--- src/rtl/serial_addsub_ctrl_pkg.sv ---
// Shared opcode and FSM state encodings for the bit-serial add/sub sequencer.
package serial_addsub_ctrl_pkg;

    localparam logic OP_ADD = 1'b0;
    localparam logic OP_SUB = 1'b1;

    typedef enum logic [1:0] {
        ST_IDLE = 2'd0,
        ST_RUN  = 2'd1,
        ST_DONE = 2'd2
    } state_e;

endpackage

--- src/rtl/serial_addsub_ctrl_if.sv ---
// Request/response bundle between a controller (master) and the serial add/sub sequencer (slave).
interface serial_addsub_ctrl_if #(
    parameter int WIDTH = 8
);
    logic             start;
    logic             op;
    logic [WIDTH-1:0] a;
    logic [WIDTH-1:0] b;
    logic             ready;
    logic             busy;
    logic             done;
    logic [WIDTH-1:0] result;
    logic             cout;

    modport master (
        output start, op, a, b,
        input  ready, busy, done, result, cout
    );

    modport slave (
        input  start, op, a, b,
        output ready, busy, done, result, cout
    );
endinterface

--- src/rtl/serial_addsub_ctrl_fa_fs_cell.sv ---
// Combinational 1-bit full adder / full subtractor; zero latency, no flow control.
// Subtract reuses the adder majority with the minuend inverted, yielding a borrow.
module fa_fs_cell
    import serial_addsub_ctrl_pkg::*;
(
    input  logic a,
    input  logic b,
    input  logic cin,
    input  logic op,
    output logic s,
    output logic cout
);
    logic a_eff;

    assign a_eff = a ^ (op == OP_SUB);
    assign s     = a ^ b ^ cin;
    assign cout  = (a_eff & b) | (b & cin) | (cin & a_eff);
endmodule

--- src/rtl/serial_addsub_ctrl.sv ---
// Bit-serial WIDTH-bit add/sub: accepts a request when ready, done pulses WIDTH cycles later.
// Requests arriving while busy or done are dropped, not queued.
module serial_addsub_ctrl
    import serial_addsub_ctrl_pkg::*;
#(
    parameter int WIDTH = 8
) (
    input  logic                  clk,
    input  logic                  rst_n,
    serial_addsub_ctrl_if.slave   bus
);
    localparam int CNT_W = $clog2(WIDTH);

    state_e             state_q;
    logic               ready_q, busy_q, done_q;
    logic [WIDTH-1:0]   a_sh_q, b_sh_q, res_sh_q, result_q;
    logic [CNT_W-1:0]   cnt_q;
    logic               op_q, carry_q, cout_q;
    logic               cell_s, cell_c;
    logic [WIDTH-1:0]   res_sh_d;

    fa_fs_cell u_cell (
        .a    (a_sh_q[0]),
        .b    (b_sh_q[0]),
        .cin  (carry_q),
        .op   (op_q),
        .s    (cell_s),
        .cout (cell_c)
    );

    // Result bits enter at the MSB so the LSB-first stream lands in place after WIDTH shifts.
    assign res_sh_d = {cell_s, res_sh_q[WIDTH-1:1]};

    always_ff @(posedge clk or negedge rst_n) begin
        if (!rst_n) begin
            state_q  <= ST_IDLE;
            ready_q  <= 1'b1;
            busy_q   <= 1'b0;
            done_q   <= 1'b0;
            a_sh_q   <= '0;
            b_sh_q   <= '0;
            res_sh_q <= '0;
            result_q <= '0;
            cnt_q    <= '0;
            op_q     <= 1'b0;
            carry_q  <= 1'b0;
            cout_q   <= 1'b0;
        end else begin
            case (state_q)
                ST_IDLE: begin
                    if (bus.start) begin
                        a_sh_q  <= bus.a;
                        b_sh_q  <= bus.b;
                        op_q    <= bus.op;
                        carry_q <= 1'b0;
                        cnt_q   <= '0;
                        state_q <= ST_RUN;
                        ready_q <= 1'b0;
                        busy_q  <= 1'b1;
                    end
                end
                ST_RUN: begin
                    res_sh_q <= res_sh_d;
                    a_sh_q   <= a_sh_q >> 1;
                    b_sh_q   <= b_sh_q >> 1;
                    carry_q  <= cell_c;
                    cnt_q    <= cnt_q + 1'b1;
                    if (cnt_q == CNT_W'(WIDTH - 1)) begin
                        result_q <= res_sh_d;
                        cout_q   <= cell_c;
                        state_q  <= ST_DONE;
                        busy_q   <= 1'b0;
                        done_q   <= 1'b1;
                    end
                end
                ST_DONE: begin
                    state_q <= ST_IDLE;
                    done_q  <= 1'b0;
                    ready_q <= 1'b1;
                end
                default: begin
                    state_q <= ST_IDLE;
                    ready_q <= 1'b1;
                    busy_q  <= 1'b0;
                    done_q  <= 1'b0;
                end
            endcase
        end
    end

    assign bus.ready  = ready_q;
    assign bus.busy   = busy_q;
    assign bus.done   = done_q;
    assign bus.result = result_q;
    assign bus.cout   = cout_q;
endmodule

--- src/flat_wrapper.sv ---
// flat-port wrapper written by rule: the top's interface ports become plain ports
module serial_addsub_ctrl_flat import serial_addsub_ctrl_pkg::*;
#(
    parameter int WIDTH = 8
)
  (clk, rst_n, bus_start, bus_op, bus_a, bus_b, bus_ready, bus_busy, bus_done, bus_result, bus_cout);
  serial_addsub_ctrl_if #(.WIDTH(WIDTH)) bus_i ();
  input  logic clk;
  input  logic rst_n;
  input wire logic [$bits(bus_i.start)-1:0] bus_start;
  input wire logic [$bits(bus_i.op)-1:0] bus_op;
  input wire logic [$bits(bus_i.a)-1:0] bus_a;
  input wire logic [$bits(bus_i.b)-1:0] bus_b;
  output wire logic [$bits(bus_i.ready)-1:0] bus_ready;
  output wire logic [$bits(bus_i.busy)-1:0] bus_busy;
  output wire logic [$bits(bus_i.done)-1:0] bus_done;
  output wire logic [$bits(bus_i.result)-1:0] bus_result;
  output wire logic [$bits(bus_i.cout)-1:0] bus_cout;
  assign bus_i.start = bus_start;
  assign bus_i.op = bus_op;
  assign bus_i.a = bus_a;
  assign bus_i.b = bus_b;
  assign bus_ready = bus_i.ready;
  assign bus_busy = bus_i.busy;
  assign bus_done = bus_i.done;
  assign bus_result = bus_i.result;
  assign bus_cout = bus_i.cout;
  serial_addsub_ctrl #(.WIDTH(WIDTH)) u_core (.clk(clk), .rst_n(rst_n), .bus(bus_i));
endmodule
--- config.mk ---
export PLATFORM = sky130hd
export DESIGN_NAME = serial_addsub_ctrl_flat
export DESIGN_NICKNAME = d
export VERILOG_FILES = /design/src/rtl/serial_addsub_ctrl_pkg.sv /design/src/rtl/serial_addsub_ctrl_if.sv /design/src/rtl/serial_addsub_ctrl_fa_fs_cell.sv /design/src/rtl/serial_addsub_ctrl.sv /design/src/flat_wrapper.sv
export SDC_FILE = /design/constraint.sdc
export NUM_CORES = 1
export LEC_CHECK = 0
export CAP_MARGIN = 15
export CORE_UTILIZATION = 51
export CTS_CLUSTER_DIAMETER = 60
export DETAILED_ROUTE_END_ITERATION = 8
export MAX_ROUTING_LAYER = met4
export PLACE_DENSITY = 0.87
export SLEW_MARGIN = 10
export SYNTH_ARGS = -nofsm -noshare
export SYNTH_HDL_FRONTEND = slang
export SYNTH_HIERARCHICAL = 1
export SYNTH_SLANG_ARGS = --single-unit
--- constraint.sdc ---
create_clock -name clk -period 1.91 [get_ports clk]
set_clock_uncertainty 0.05 [all_clocks]
set_input_delay 0.191 -clock clk [delete_from_list [all_inputs] [get_ports clk]]
set_output_delay 0.191 -clock clk [all_outputs]
set_load 0.01 [all_outputs]
==> results.md <==
- Clock slew at reported path FFs: 120 ps
- Worst R2R Setup Slack: 240 ps
- DR WL/cell: 14.4 um
- Filler cells: 289
- DIE HEIGHT: 61.4 um
- CTS Sinks: 42
- Ys async rst share: 100%
- Relative slew slack: 54.7%
- Synth Area in Compound Gates: 17.0%
- # port buffers: 31
- Critical Path AT: 1910 ps
- Total CTS buffers: 5
- Crit end category: flip-flop
- Number of global-route vias before repair: 1,294
- Hold Path Class: in2async
- Ys flop type: dfrtp_1
- FF-to-FF path depth: 3
- P_leak: 0.00100 uW
- WL final: 3540 um
- F_max: 598 MHz
- Required time of the worst setup path: 2150 ps
- Logic pwr share: 37.5%
- Synth warn: 6
- Nets: 221
- Die W: 61.4 um
- Vias: 1,371
- Adder-cell share of the synthesized area: 2.02%
- Yosys cell types: 27
- CTS Buffer Depth: 2
- CP Launch Type: flip-flop
- Placed cell area: 0.00215 sq mm
- Register Area: 0.00105 sq mm
- Simple logic cell fraction of the synthesized area: 10.8%
- Final period util: 87.6%
- DRT antenna net count: 0
- Cell area after synthesis: 0.00180 sq mm
- Root buffer cell: clkbuf_4
- Power per cell area: 1650 mW/mm^2
- Synth Register Bits: 42
- RSZ-0062 raised after global routing: false
- Worst Tran Pin Value: 679 ps
- Yosys top cell area share: 57.0%
- Peak VDD IR: 890 uV
- I/O Pins: 32
- Clock Latency Late Sink: 360 ps
- Total track usage: 21.3%
- Largest area contributor in the netlist: dfrtp_1
- Total Die Area: 0.00377 sq mm
- Minimum clock period: 1670 ps
- Area Overhead vs Synth: 26.2%
- Clock share of power: 19.4%
- Starting Density: 53.5%
- Multiplexer share of the synthesized area: 6.25%
- Dpl ws: 257 ps
- Net Count, Synth: 187
- DRC violations left: 0
- Area of the multi-input gates: 674 sq um
- Xor/xnor share of the synthesized area: 1.46%
- Internal power: 2500 uW
- CTS HTree Levels: 2
- Max Cap Violations: 0
- Detailed-router iteration count before antenna repair: 4
- Largest net degree at the start of global routing: 42
- Number of core rows: 21
- Sequential share of power: 43.1%
- GPL Wtd Cong: 0.865
- Post-DP HPWL: 2510 um
- Sw Ratio: 33.5%
- Number of synthesized flops with an enable pin: 0
- CTS resizes: 0
- # setup viols final: 0
- Mean Syn Cell Area: 10.9 sq um
- Max FO, Critical Path: 21
- Layout cells sized above 1: 15.0%
- Hold WS: 102 ps
- Initial antenna violation count: 0
- Global-route wire length before repair: 5530 um
- Net Sw Power: 1260 uW
- Status: finished, final reports clean
- Combinational family with the most area after synthesis: compound AO/OA/AOI/OAI gates
- Core area: 0.00336 sq mm
- N_diodes: 0
- Via-per-instance ratio: 5.57
- Worst r2r src: u_core/state_q[1]
- Fin area: 0.00227 sq mm
- Synth area leaders: dfrtp_1 (57%), o22ai_1 (9.0%), mux2_2 (6.3%), nand2_1 (5.8%), a21oi_1 (4.4%)
- Cells after Synth: 165
- Initial drt markers: 71
- Post-synthesis sequential area ratio: 58.4%
- Final Hold Fails: 0
- WS Path Type: reg2reg
- Crit path setup slack, layout: 237 ps
- CTS tree: built
- Setup TNS: 0 ps
- Core Util, Final: 67.6%
- Fin. max-slew vios: 0
- GRT Residual Overflow: 0
- FF-to-FF End: u_core/a_sh_q[0]
state kept, by name, indices dropped and copies added (netlist names):
signal and flops:
u_core/b_sh_q 8, u_core/bus.cout 1, u_core/a_sh_q 8, u_core/state_q 2, u_core/bus.done 1, u_core/carry_q 1, u_core/bus.ready 1, u_core/bus.busy 1
u_core/res_sh_q 7, u_core/bus.result 8, u_core/cnt_q 3, u_core/op_q 1
cell usage after synthesis (all sizes together), types with 3 or more instances:
| cell | instances |
|---|---|
| dfrtp | 41 |
| nand2 | 29 |
| o22ai | 26 |
| a21oi | 16 |
| mux2 | 10 |
| buf | 8 |
| nor2 | 6 |
| o21ai | 5 |
| a22o | 3 |
| inv | 3 |
through the flow:
stage / power (uW) / cells
global route: 4020 / 246
finish: 3760 / 246
global placement: 2950 / 237
detailed placement: 3050 / 237
CTS: 3780 / 246
floorplan: 2540 / 165
critical path: stages, from the launching register on:
cell     delay, ps
dfrtp_1        590
or2b_1         600
o22ai_1        200
a21oi_1        160
per-layer routing:
metal / vias up / share of wire (%) / global-route usage, %
li1: 660 / - / -
met1: 661 / 42 / 24.1
met2: 44 / 51 / 35.2
met3: 6 / 5.3 / 7.14
met4: 0 / 1.4 / 7.94
met5: - / 0 / -
kinds of logic after synthesis:
kind of cell | after synthesis
compound gates | 51
xor+xnor | 3
fa+ha+maj | 3
buf+inv | 13
flops | 42
mux | 10
simple gates | 43
placed cells by master (no fill, tap or decap), types with 2 or more instances in the layout:
cell type        instances
ha_1                     2
mux2_2                  10
nand2_1                 28
bufinv_16                2
o21ai_0                  5
or2b_1                   2
inv_1                    3
dfrtp_1                 41
buf_4                    4
clkbuf_4                 5
xnor2_1                  2
a22o_1                   3
clkdlybuf4s50_1         30
nor2_1                   6
o22ai_1                 26
a21oi_1                 16
power by group through the flow:
stage / logic, uW / clock network [uW] / registers [uW]
2_1_floorplan: 934 / 0 / 1600
3_3_place_gp: 1340 / 0 / 1610
3_5_place_dp: 1420 / 0 / 1640
4_1_cts: 1420 / 738 / 1620
5_1_grt: 1570 / 776 / 1670
6_report: 1410 / 729 / 1620
repair_timing:
action                    in CTS  in global routing
hold endpoints to repair      41                  0
setup buffers                  0                  0
hold buffers                   1                  0
worst max path at each step:
| stage | startpoint | end | depth (start not counted) |
|---|---|---|---|
| after floorplan | u_core/cnt_q[0] | u_core/bus.cout | 4 |
| after global placement | bus_start | u_core/b_sh_q[2] | 5 |
| after detailed placement | bus_start | u_core/b_sh_q[2] | 5 |
| after CTS | u_core/bus.ready | bus_ready | 1 |
| after global routing | u_core/state_q[1] | u_core/a_sh_q[1] | 3 |
| final | u_core/state_q[1] | u_core/a_sh_q[0] | 3 |
cell type report:
cell class / count / share of cell area [%]
flip-flops and latches: 42 / 46.3
multi-input cells: 110 / 29.7
repair buffers: 37 / 16.1
clock inverters: 2 / 2.64
well taps: 46 / 2.53
clock buffers: 6 / 2.26
inverters: 3 / 0.496
No activity file was read; power rests on OpenSTA's default activity.
